$ cat src/rtl/pwm_multichannel.sv
// pwm_multichannel: multi-channel PWM with a shared counter and shadowed duty/period/mode registers
module pwm_multichannel #(
  parameter int CHANNELS = 16,
  parameter int CNT_W = 8,
  parameter int ADDR_W = 6,
  parameter int DEFAULT_TOP = 255
) (
  input  logic                clk,
  input  logic                rst,
  input  logic                wr_en,
  input  logic [ADDR_W-1:0]   wr_addr,
  input  logic [CNT_W-1:0]    wr_data,
  input  logic [CHANNELS-1:0] en_out,
  input  logic [CHANNELS-1:0] en_pwm,
  output logic [CHANNELS-1:0] out,
  output logic                cycle_start
);
  localparam logic [ADDR_W-1:0] A_TOP = ADDR_W'(CHANNELS);
  localparam logic [ADDR_W-1:0] A_MODE = ADDR_W'(CHANNELS + 1);
  logic [CNT_W-1:0] r_cnt, r_top, r_top_p, w_nxt;
  logic r_mode, r_mode_p, r_dir, w_dn, w_bnd;
  logic [CNT_W-1:0] r_duty [CHANNELS];
  logic [CNT_W-1:0] r_duty_p [CHANNELS];
  logic [CHANNELS-1:0] w_lt;
  always_comb begin
    w_dn = r_dir | (r_cnt == r_top);
    w_nxt = (r_mode && r_top != '0) ? (w_dn ? r_cnt - CNT_W'(1) : r_cnt + CNT_W'(1))
                                     : ((r_cnt == r_top) ? '0 : r_cnt + CNT_W'(1));
    w_bnd = (w_nxt == '0);
    w_lt = '0;
    for (int i = 0; i < CHANNELS; i++) w_lt[i] = r_cnt < r_duty[i];
  end
  always_ff @(posedge clk) begin
    if (rst) begin
      r_cnt <= '0;
      r_dir <= 1'b0;
      r_top <= CNT_W'(DEFAULT_TOP);
      r_top_p <= CNT_W'(DEFAULT_TOP);
      r_mode <= 1'b0;
      r_mode_p <= 1'b0;
      out <= '0;
      cycle_start <= 1'b0;
      for (int i = 0; i < CHANNELS; i++) begin
        r_duty[i] <= '0;
        r_duty_p[i] <= '0;
      end
    end else begin
      r_cnt <= w_nxt;
      r_dir <= r_mode & ~w_bnd & w_dn;
      cycle_start <= w_bnd;
      out <= en_out & (~en_pwm | w_lt);
      if (w_bnd) begin
        r_top <= r_top_p;
        r_mode <= r_mode_p;
      end
      if (wr_en && wr_addr == A_TOP) r_top_p <= wr_data;
      if (wr_en && wr_addr == A_MODE) r_mode_p <= wr_data[0];
      for (int i = 0; i < CHANNELS; i++) begin
        if (w_bnd) r_duty[i] <= r_duty_p[i];
        if (wr_en && wr_addr == ADDR_W'(i)) r_duty_p[i] <= wr_data;
      end
    end
  end
endmodule

$ cat config.mk
export PLATFORM = sky130hd
export DESIGN_NAME = pwm_multichannel
export DESIGN_NICKNAME = d
export VERILOG_FILES = /design/src/rtl/pwm_multichannel.sv
export SDC_FILE = /design/constraint.sdc
export NUM_CORES = 1
export LEC_CHECK = 0
export CORE_MARGIN = 1
export CORE_UTILIZATION = 60
export DETAILED_ROUTE_END_ITERATION = 16
export GPL_TIMING_DRIVEN = 0
export PLACE_DENSITY = 0.79
export SLEW_MARGIN = 30
export SYNTH_ARGS = -nofsm -noshare
export SYNTH_HDL_FRONTEND = slang
export SYNTH_SLANG_ARGS = --single-unit
$ cat constraint.sdc
create_clock -name clk -period 7.8 [get_ports clk]
set_input_delay 1.95 -clock clk [delete_from_list [all_inputs] [get_ports clk]]
set_output_delay 1.95 -clock clk [all_outputs]
set_load 0.1 [all_outputs]
==> results of run 1 <==
## worst paths after layout
path,startpoint,endpoint,slack (ns),depth (start not counted)
worst min register to register,r_top_p[1]$_SDFFE_PP1P_,r_top_p[1]$_SDFFE_PP1P_,0.47,1
worst max register to register,r_cnt[2]$_SDFF_PP0_,r_duty[0][49]$_SDFFCE_PN0P_,3.81,10
worst min-delay path,r_top_p[1]$_SDFFE_PP1P_,r_top_p[1]$_SDFFE_PP1P_,0.47,1
worst max-delay path,rst,r_duty_p[1][31]$_DFFE_PP_,3.60,5
## routing by layer
metal,wire length (µm),part of all wire
met1,11570,0.42
met2,13460,0.49
met3,1507,0.055
met4,906,0.033
met5,0,0
## final cells by class
| class | count | area share |
|---|---|---|
| sequential | 300 | 0.5297 |
| multi-input combinational | 680 | 0.2946 |
| clock buffer | 50 | 0.05594 |
| timing repair buffer | 66 | 0.04265 |
| inverter | 165 | 0.03825 |
| tap | 313 | 0.02418 |
| buffer | 41 | 0.01059 |
| clock inverter | 6 | 0.003941 |
| antenna | 1 | 0.0001545 |
## flip-flops by register name, summed over array words and instances, names as in the netlist
signal / cells
cycle_start: 1
out: 16
r_cnt: 8
r_dir: 1
r_duty: 128
r_duty_p: 128
r_mode: 1
r_mode_p: 1
r_top: 8
r_top_p: 8
## cells in the final DEF (no fill, tap or decap), types with 2 or more instances in the layout
cell type                         count
sky130_fd_sc_hd__clkbuf_16           30
sky130_fd_sc_hd__xor2_1              11
sky130_fd_sc_hd__nand4_1              3
sky130_fd_sc_hd__nor3_1              12
sky130_fd_sc_hd__dfxtp_1             37
sky130_fd_sc_hd__buf_2               14
sky130_fd_sc_hd__a211o_1              8
sky130_fd_sc_hd__a31o_2               6
sky130_fd_sc_hd__nand3_1              2
sky130_fd_sc_hd__nor4_1               3
sky130_fd_sc_hd__edfxtp_1           256
sky130_fd_sc_hd__a21oi_1             26
sky130_fd_sc_hd__buf_12               3
sky130_fd_sc_hd__mux2i_1              2
sky130_fd_sc_hd__clkbuf_1            38
sky130_fd_sc_hd__clkinv_2             2
sky130_fd_sc_hd__nand2b_1            35
sky130_fd_sc_hd__o21ai_0             17
sky130_fd_sc_hd__o32ai_1              6
sky130_fd_sc_hd__nor4_4               2
sky130_fd_sc_hd__nor3b_1              4
sky130_fd_sc_hd__xnor2_1              7
sky130_fd_sc_hd__a21o_1              64
sky130_fd_sc_hd__dfxtp_2              7
sky130_fd_sc_hd__o211ai_1            16
sky130_fd_sc_hd__clkbuf_8             8
sky130_fd_sc_hd__ha_1               114
sky130_fd_sc_hd__and2_1              81
sky130_fd_sc_hd__inv_1              165
sky130_fd_sc_hd__nand2_1             35
sky130_fd_sc_hd__clkdlybuf4s50_1     63
sky130_fd_sc_hd__clkinv_1             2
sky130_fd_sc_hd__nor2_1             142
sky130_fd_sc_hd__nor2b_1             69
## worst reg2reg max path: stages, from the launching register on
cell	delay (ns)
sky130_fd_sc_hd__dfxtp_2	0.53
sky130_fd_sc_hd__buf_2	0.31
sky130_fd_sc_hd__or4_1	0.54
sky130_fd_sc_hd__nor4_1	0.30
sky130_fd_sc_hd__xnor2_1	0.19
sky130_fd_sc_hd__o32ai_2	0.14
sky130_fd_sc_hd__nor4_2	0.37
sky130_fd_sc_hd__nand4_4	0.28
sky130_fd_sc_hd__nand2b_4	0.46
sky130_fd_sc_hd__buf_12	0.29
sky130_fd_sc_hd__buf_12	0.26
## kinds of logic (layout without fill, tap and decap cells)
group | after synthesis | count (layout)
XOR/XNOR | 18 | 18
AO/OA/AOI/OAI | 152 | 152
flip-flops | 300 | 300
other | 0 | 1
buffers and inverters | 206 | 328
adder cells (fa/ha/maj) | 114 | 114
AND/OR/NAND/NOR | 394 | 394
multiplexers | 2 | 2
## power by group through the flow
stage          Combinational [mW]  Clock, mW  Sequential [mW]
3_5_place_dp                0.441          0             1.95
5_1_grt                     0.490       1.47             1.92
2_1_floorplan               0.246          0             2.01
4_1_cts                     0.447       1.40             1.91
6_report                    0.443       1.39             1.91
3_3_place_gp                0.417          0             1.96
## Yosys cell counts (all sizes together), types with 6 or more instances
cell	instances	area share
o32ai	7	0.0049
a31o	6	0.0037
a21oi	27	0.010
nor2b	69	0.031
nand2b	36	0.016
nand2	35	0.0093
ha	114	0.10
nor2	143	0.039
nor4	6	0.0052
dfxtp	44	0.062
inv	165	0.044
clkbuf	26	0.0069
buf	15	0.0052
xnor2	7	0.0043
a211o	8	0.0050
o211ai	16	0.0085
and2	81	0.036
a21o	64	0.034
nor3	12	0.0043
edfxtp	256	0.54
o21ai	17	0.0060
xor2	11	0.0068
## through the flow
step           area, µm²  hold WS, ns  TNS, ns  utilization  total power, mW
6_report           16190       0.4669        0       0.7088            3.753
5_1_grt            16190       0.4856        0       0.7087            3.887
4_1_cts            16190       0.4683        0       0.7087            3.764
3_5_place_dp       15220       0.4528        0       0.6662            2.389
3_3_place_gp       15140       0.4473   -62.52       0.6629            2.372
2_1_floorplan      14120       0.4370        0            -            2.256
==> results.txt, run 1 <==
Via-to-Cell Ratio: 5.315
Buffers & Inverters on Critical Path: 4
net count of the mapped netlist: 1,349
biggest cell delay along the critical path: 0.74 ns
Finished Layout Cells: 1,622
Most used DFF post-synth: sky130_fd_sc_hd__edfxtp_1
fraction of synthesized cell area in xor and xnor cells: 0.01116
busiest layer in global routing: met2
clock root buffer master: sky130_fd_sc_hd__clkbuf_16
switching power: 882.2 µW
Final Cycle Share: 0.5379
clock period minus worst slack: 4.196 ns
initial antenna violation count: 0
largest net degree at the start of global routing: 41
switching part of the total: 0.2351
number of detailed-routing iterations run before antenna repair: 5
placed instance count: 1,565
standard cell core area: 0.02285 mm²
combinational power share: 0.118
count of input and output buffers: 63
I/O pin total: 66
proportion of synthesized area in mux cells: 0.001418
clock latency at the later pin of the worst-skew pair: 0.55 ns
most used cell, CP: sky130_fd_sc_hd__clkbuf_1
data arrival time at the worst-slack endpoint: 4.39 ns
via count of the first global-routing pass: 8,553
Max IR drop VDD: 0.0002252 V
largest fanout of any net on the critical path: 10
least setup slack across all paths after layout: 3.604 ns
routed wire length per instance: 16.92 µm
path type of the worst min-delay path: reg -> reg
setup repair after global routing missed its margin: no
number of hold buffers added after cts: 0
synthesized-area fraction occupied by and/or/nand/nor cells: 0.1464
total global routing overflow: 0
wirelength, routed: 27.45 mm
fill count: 1,531
compound-gate portion of the synthesized area: 0.07735
measured slew at the worst slew-check pin: 0.9741 ns
Async S/R FF share, synth: 0
final-report hold violation count: 0
worst-case clock skew: 0.01555 ns
kind of critical path: in -> reg
critical path cell sequence: clkdlybuf4s50_1, clkbuf_1, nand2b_1, clkbuf_1, inv_1
CTS tree: done
number of slew-limit violations in the final report: 0
P&R area growth vs syn: 14.66%
starting density of the core: 0.6181
FF+latch count, synth: 300
total leakage power: 6.984 nW
required time worst endpoint: 7.99 ns
area of all sequential standard cells: 0.008577 mm²
gate count of the mapped netlist: 1,186
CP max stage cell: sky130_fd_sc_hd__clkbuf_1
max_slew headroom: 0.3486
crit end category: register
footprint of the multi-input gates: 0.004771 mm²
Worst Setup Start Kind: input pin
fraction of the mapped netlist area in adder cells: 0.1010
number of sinks driven by the clock tree: 300
cell family contributing the most delay on the critical path: buffers and inverters
GR met3 Demand/Resource: 0.03510
setup violation total in the final timing report: 0
placer's final routability congestion estimate: 0.8487
post-route DRC violation count: 0
fmax: 0.2383 GHz
Clock Power Share: 0.372
grt met2 use: 0.4089
number of enable flip-flop cells after synthesis: 256
global routing usage summed across all routing layers: 0.2386
floorplan die area: 0.02416 mm²
outcome: completed
power density of the placed cells: 231.7 mW/mm²
register area share after synthesis: 0.6067
global-route wire length before repair: 43.71 mm
Cell Int Power: 2.870 mW
fraction of layout cells with a size suffix above 1: 0.06346
Die Span Y: 155.4 µm
number of buffers on the longest clock path: 3
Netlist cell types: 42
CTS Buf Count: 30
standard-cell row count: 55
number of resized instances in the post-cts repair step: 0
netlist area before placement: 0.01412 mm²
Post-layout nets: 1,447
First DRT Iteration DRCs: 627
die boundary width: 155.4 µm
DP Wirelength: 18.16 mm
count of warnings emitted by yosys: 0
maximum level of the CTS H-tree: 1
number of nets still failing antenna checks after routing: 0
max-cap check violation count: 0
post-CTS setup buffers: 0
Avg Inst Size Synth: 11.91 µm²
via count: 8,621
share of power burned in registers: 0.510
largest family of logic cells by synthesized area: simple AND/OR/NAND/NOR gates
pre-CTS setup slack: 3.007 ns
clock-pin slew reported for the worst setup and hold paths after clock tree synthesis: 0.06 ns
met1 track utilization from global routing: 0.3057
Note: power is estimated with default switching activity, not from simulation.
==> inputs of run 2 (changes only) <==
- clock period: 7.8 -> 4.2 ns (I/O delays scaled with it)
==> run 2 against run 1 <==
Effect of this change: clock skew down 0.0027 ns; die area unchanged; sequential share of layout area is 0.074 points higher.
==> results.txt, run 2 (same netlist as run 1, synthesis figures left out) <==
outcome: completed
measured slew at the worst slew-check pin: 0.9838 ns
routed wire length per instance: 17.42 µm
CP max stage cell: sky130_fd_sc_hd__dfxtp_2
clock latency at the later pin of the worst-skew pair: 0.55 ns
global-route wire length before repair: 44.45 mm
Die Span Y: 155.4 µm
leading cell types in the layout, fill and taps excluded: 256 x sky130_fd_sc_hd__edfxtp_1, 165 x sky130_fd_sc_hd__inv_1, 142 x sky130_fd_sc_hd__nor2_1
clock period minus worst slack: 3.837 ns
fill count: 1,589
post-route DRC violation count: 0
footprint of the multi-input gates: 0.004771 mm²
post-CTS setup buffers: 0
Reg-to-Reg End: r_duty[1][9]$_SDFFCE_PN0P_
R2R setup slack: 0.36 ns
maximum level of the CTS H-tree: 1
worst-case clock skew: 0.01286 ns
placed instance count: 1,564
clock root buffer master: sky130_fd_sc_hd__clkbuf_16
standard cell core area: 0.02285 mm²
die boundary width: 155.4 µm
number of detailed-routing iterations run before antenna repair: 5
final-report hold violation count: 0
Final Cycle Share: 0.9136
Max IR drop VDD: 0.0004586 V
First DRT Iteration DRCs: 588
max-cap check violation count: 0
Worst Setup Start Kind: register
Buffers & Inverters on Critical Path: 2
via count of the first global-routing pass: 8,586
CTS tree: done
floorplan die area: 0.02416 mm²
area of all sequential standard cells: 0.008577 mm²
fraction of layout cells with a size suffix above 1: 0.06427
setup repair after global routing missed its margin: no
least setup slack across all paths after layout: 0.3630 ns
number of sinks driven by the clock tree: 300
path type of the worst min-delay path: reg -> reg
Via-to-Cell Ratio: 5.279
starting density of the core: 0.6181
I/O pin total: 66
initial antenna violation count: 1
P&R area growth vs syn: 14.50%
number of resized instances in the post-cts repair step: 0
fmax: 0.2606 GHz
wirelength, routed: 28.22 mm
clock-pin slew reported for the worst setup and hold paths after clock tree synthesis: 0.06 ns
setup violation total in the final timing report: 0
worst setup path end: r_duty[1][9]$_SDFFCE_PN0P_
standard-cell row count: 55
crit end category: register
placer's final routability congestion estimate: 0.8408
number of buffers on the longest clock path: 3
critical path cell sequence: buf_2, xor2_1, nor4_4, a22o_4, o32ai_1, nor4_2, nand4_4, nand2b_4, buf_16
Core Util, Final: 0.7078
CTS Buf Count: 30
Post-layout nets: 1,446
data arrival time at the worst-slack endpoint: 4.07 ns
Fin Setup TNS: 0 ns
global routing usage summed across all routing layers: 0.2446
count of input and output buffers: 63
logic depth of the worst path, buffers included: 9
required time worst endpoint: 4.43 ns
startpoint of the lowest-slack hold path: r_top_p[0]$_SDFFE_PP1P_
number of slew-limit violations in the final report: 0
cell family contributing the most delay on the critical path: simple AND/OR/NAND/NOR gates
number of hold buffers added after cts: 0
max_slew headroom: 0.3421
most common cell after layout, fill and taps aside: sky130_fd_sc_hd__edfxtp_1
pre-CTS setup slack: 0.3949 ns
Finished Layout Cells: 1,620
timing startpoint of the critical path: r_cnt[5]$_SDFF_PP0_
total leakage power: 6.966 nW
biggest cell delay along the critical path: 0.79 ns
power density of the placed cells: 430.5 mW/mm²
antenna fix cells: 0
kind of critical path: reg -> reg
number of nets still failing antenna checks after routing: 0
number of cells traversed by the worst register-to-register path: 9
largest registers: r_duty (128), r_duty_p (128), out (16)
largest fanout of any net on the critical path: 53
total global routing overflow: 0
DP Wirelength: 18.47 mm
startpoint of the most critical register-to-register path: r_cnt[5]$_SDFF_PP0_
largest net degree at the start of global routing: 54
via count: 8,552
## run 2: worst min path at each step
stage,endpoint,cells after the start
after floorplan,r_top_p[0]$_SDFFE_PP1P_,1
after global placement,r_top_p[7]$_SDFFE_PP1P_,1
after detailed placement,r_top_p[0]$_SDFFE_PP1P_,1
after CTS,r_top_p[0]$_SDFFE_PP1P_,1
after global routing,r_top_p[0]$_SDFFE_PP1P_,1
final,r_top_p[0]$_SDFFE_PP1P_,1
## run 2: cell type report
class,count,share of cell area
Buffer,41,0.01060
Sequential cell,300,0.5304
Inverter,165,0.03830
Clock buffer,39,0.05045
Multi-Input combinational cell,680,0.2950
Clock inverter,17,0.008589
Tap cell,313,0.02422
Timing Repair Buffer,65,0.04240
## run 2: routing by layer
layer / global-route usage / vias to the layer above / routed length [µm]
li1: - / 4207 / -
met1: 0.2960 / 4042 / 11430
met2: 0.4354 / 231 / 14340
met3: 0.04596 / 72 / 1626
met4: 0.08964 / 0 / 821
met5: 0 / - / 0
## run 2: per-stage QoR
| stage | cell area, µm² | total power [mW] | hold WS [ns] |
|---|---|---|---|
| CTS | 16170 | 6.994 | 0.4710 |
| global placement | 15150 | 4.392 | 0.4472 |
| floorplan | 14130 | 4.178 | 0.4370 |
| global route | 16170 | 7.215 | 0.4920 |
| finish | 16170 | 6.962 | 0.4663 |
| detailed placement | 15220 | 4.444 | 0.4565 |
## run 2: report_power, final
group / internal [mW] / switching (mW) / leakage (nW) / total (mW)
logic: 0.324 / 0.501 / 3.58 / 0.825
clock network: 1.49 / 1.09 / 0.458 / 2.58
registers: 3.48 / 0.0753 / 2.93 / 3.56
total: 5.30 / 1.67 / 6.97 / 6.96
==> inputs of run 3 (changes only) <==
- CTS_CLUSTER_DIAMETER: unset -> 120
==> results of run 3 <==
Final layout, timing and power as in run 2 (identical DEF).
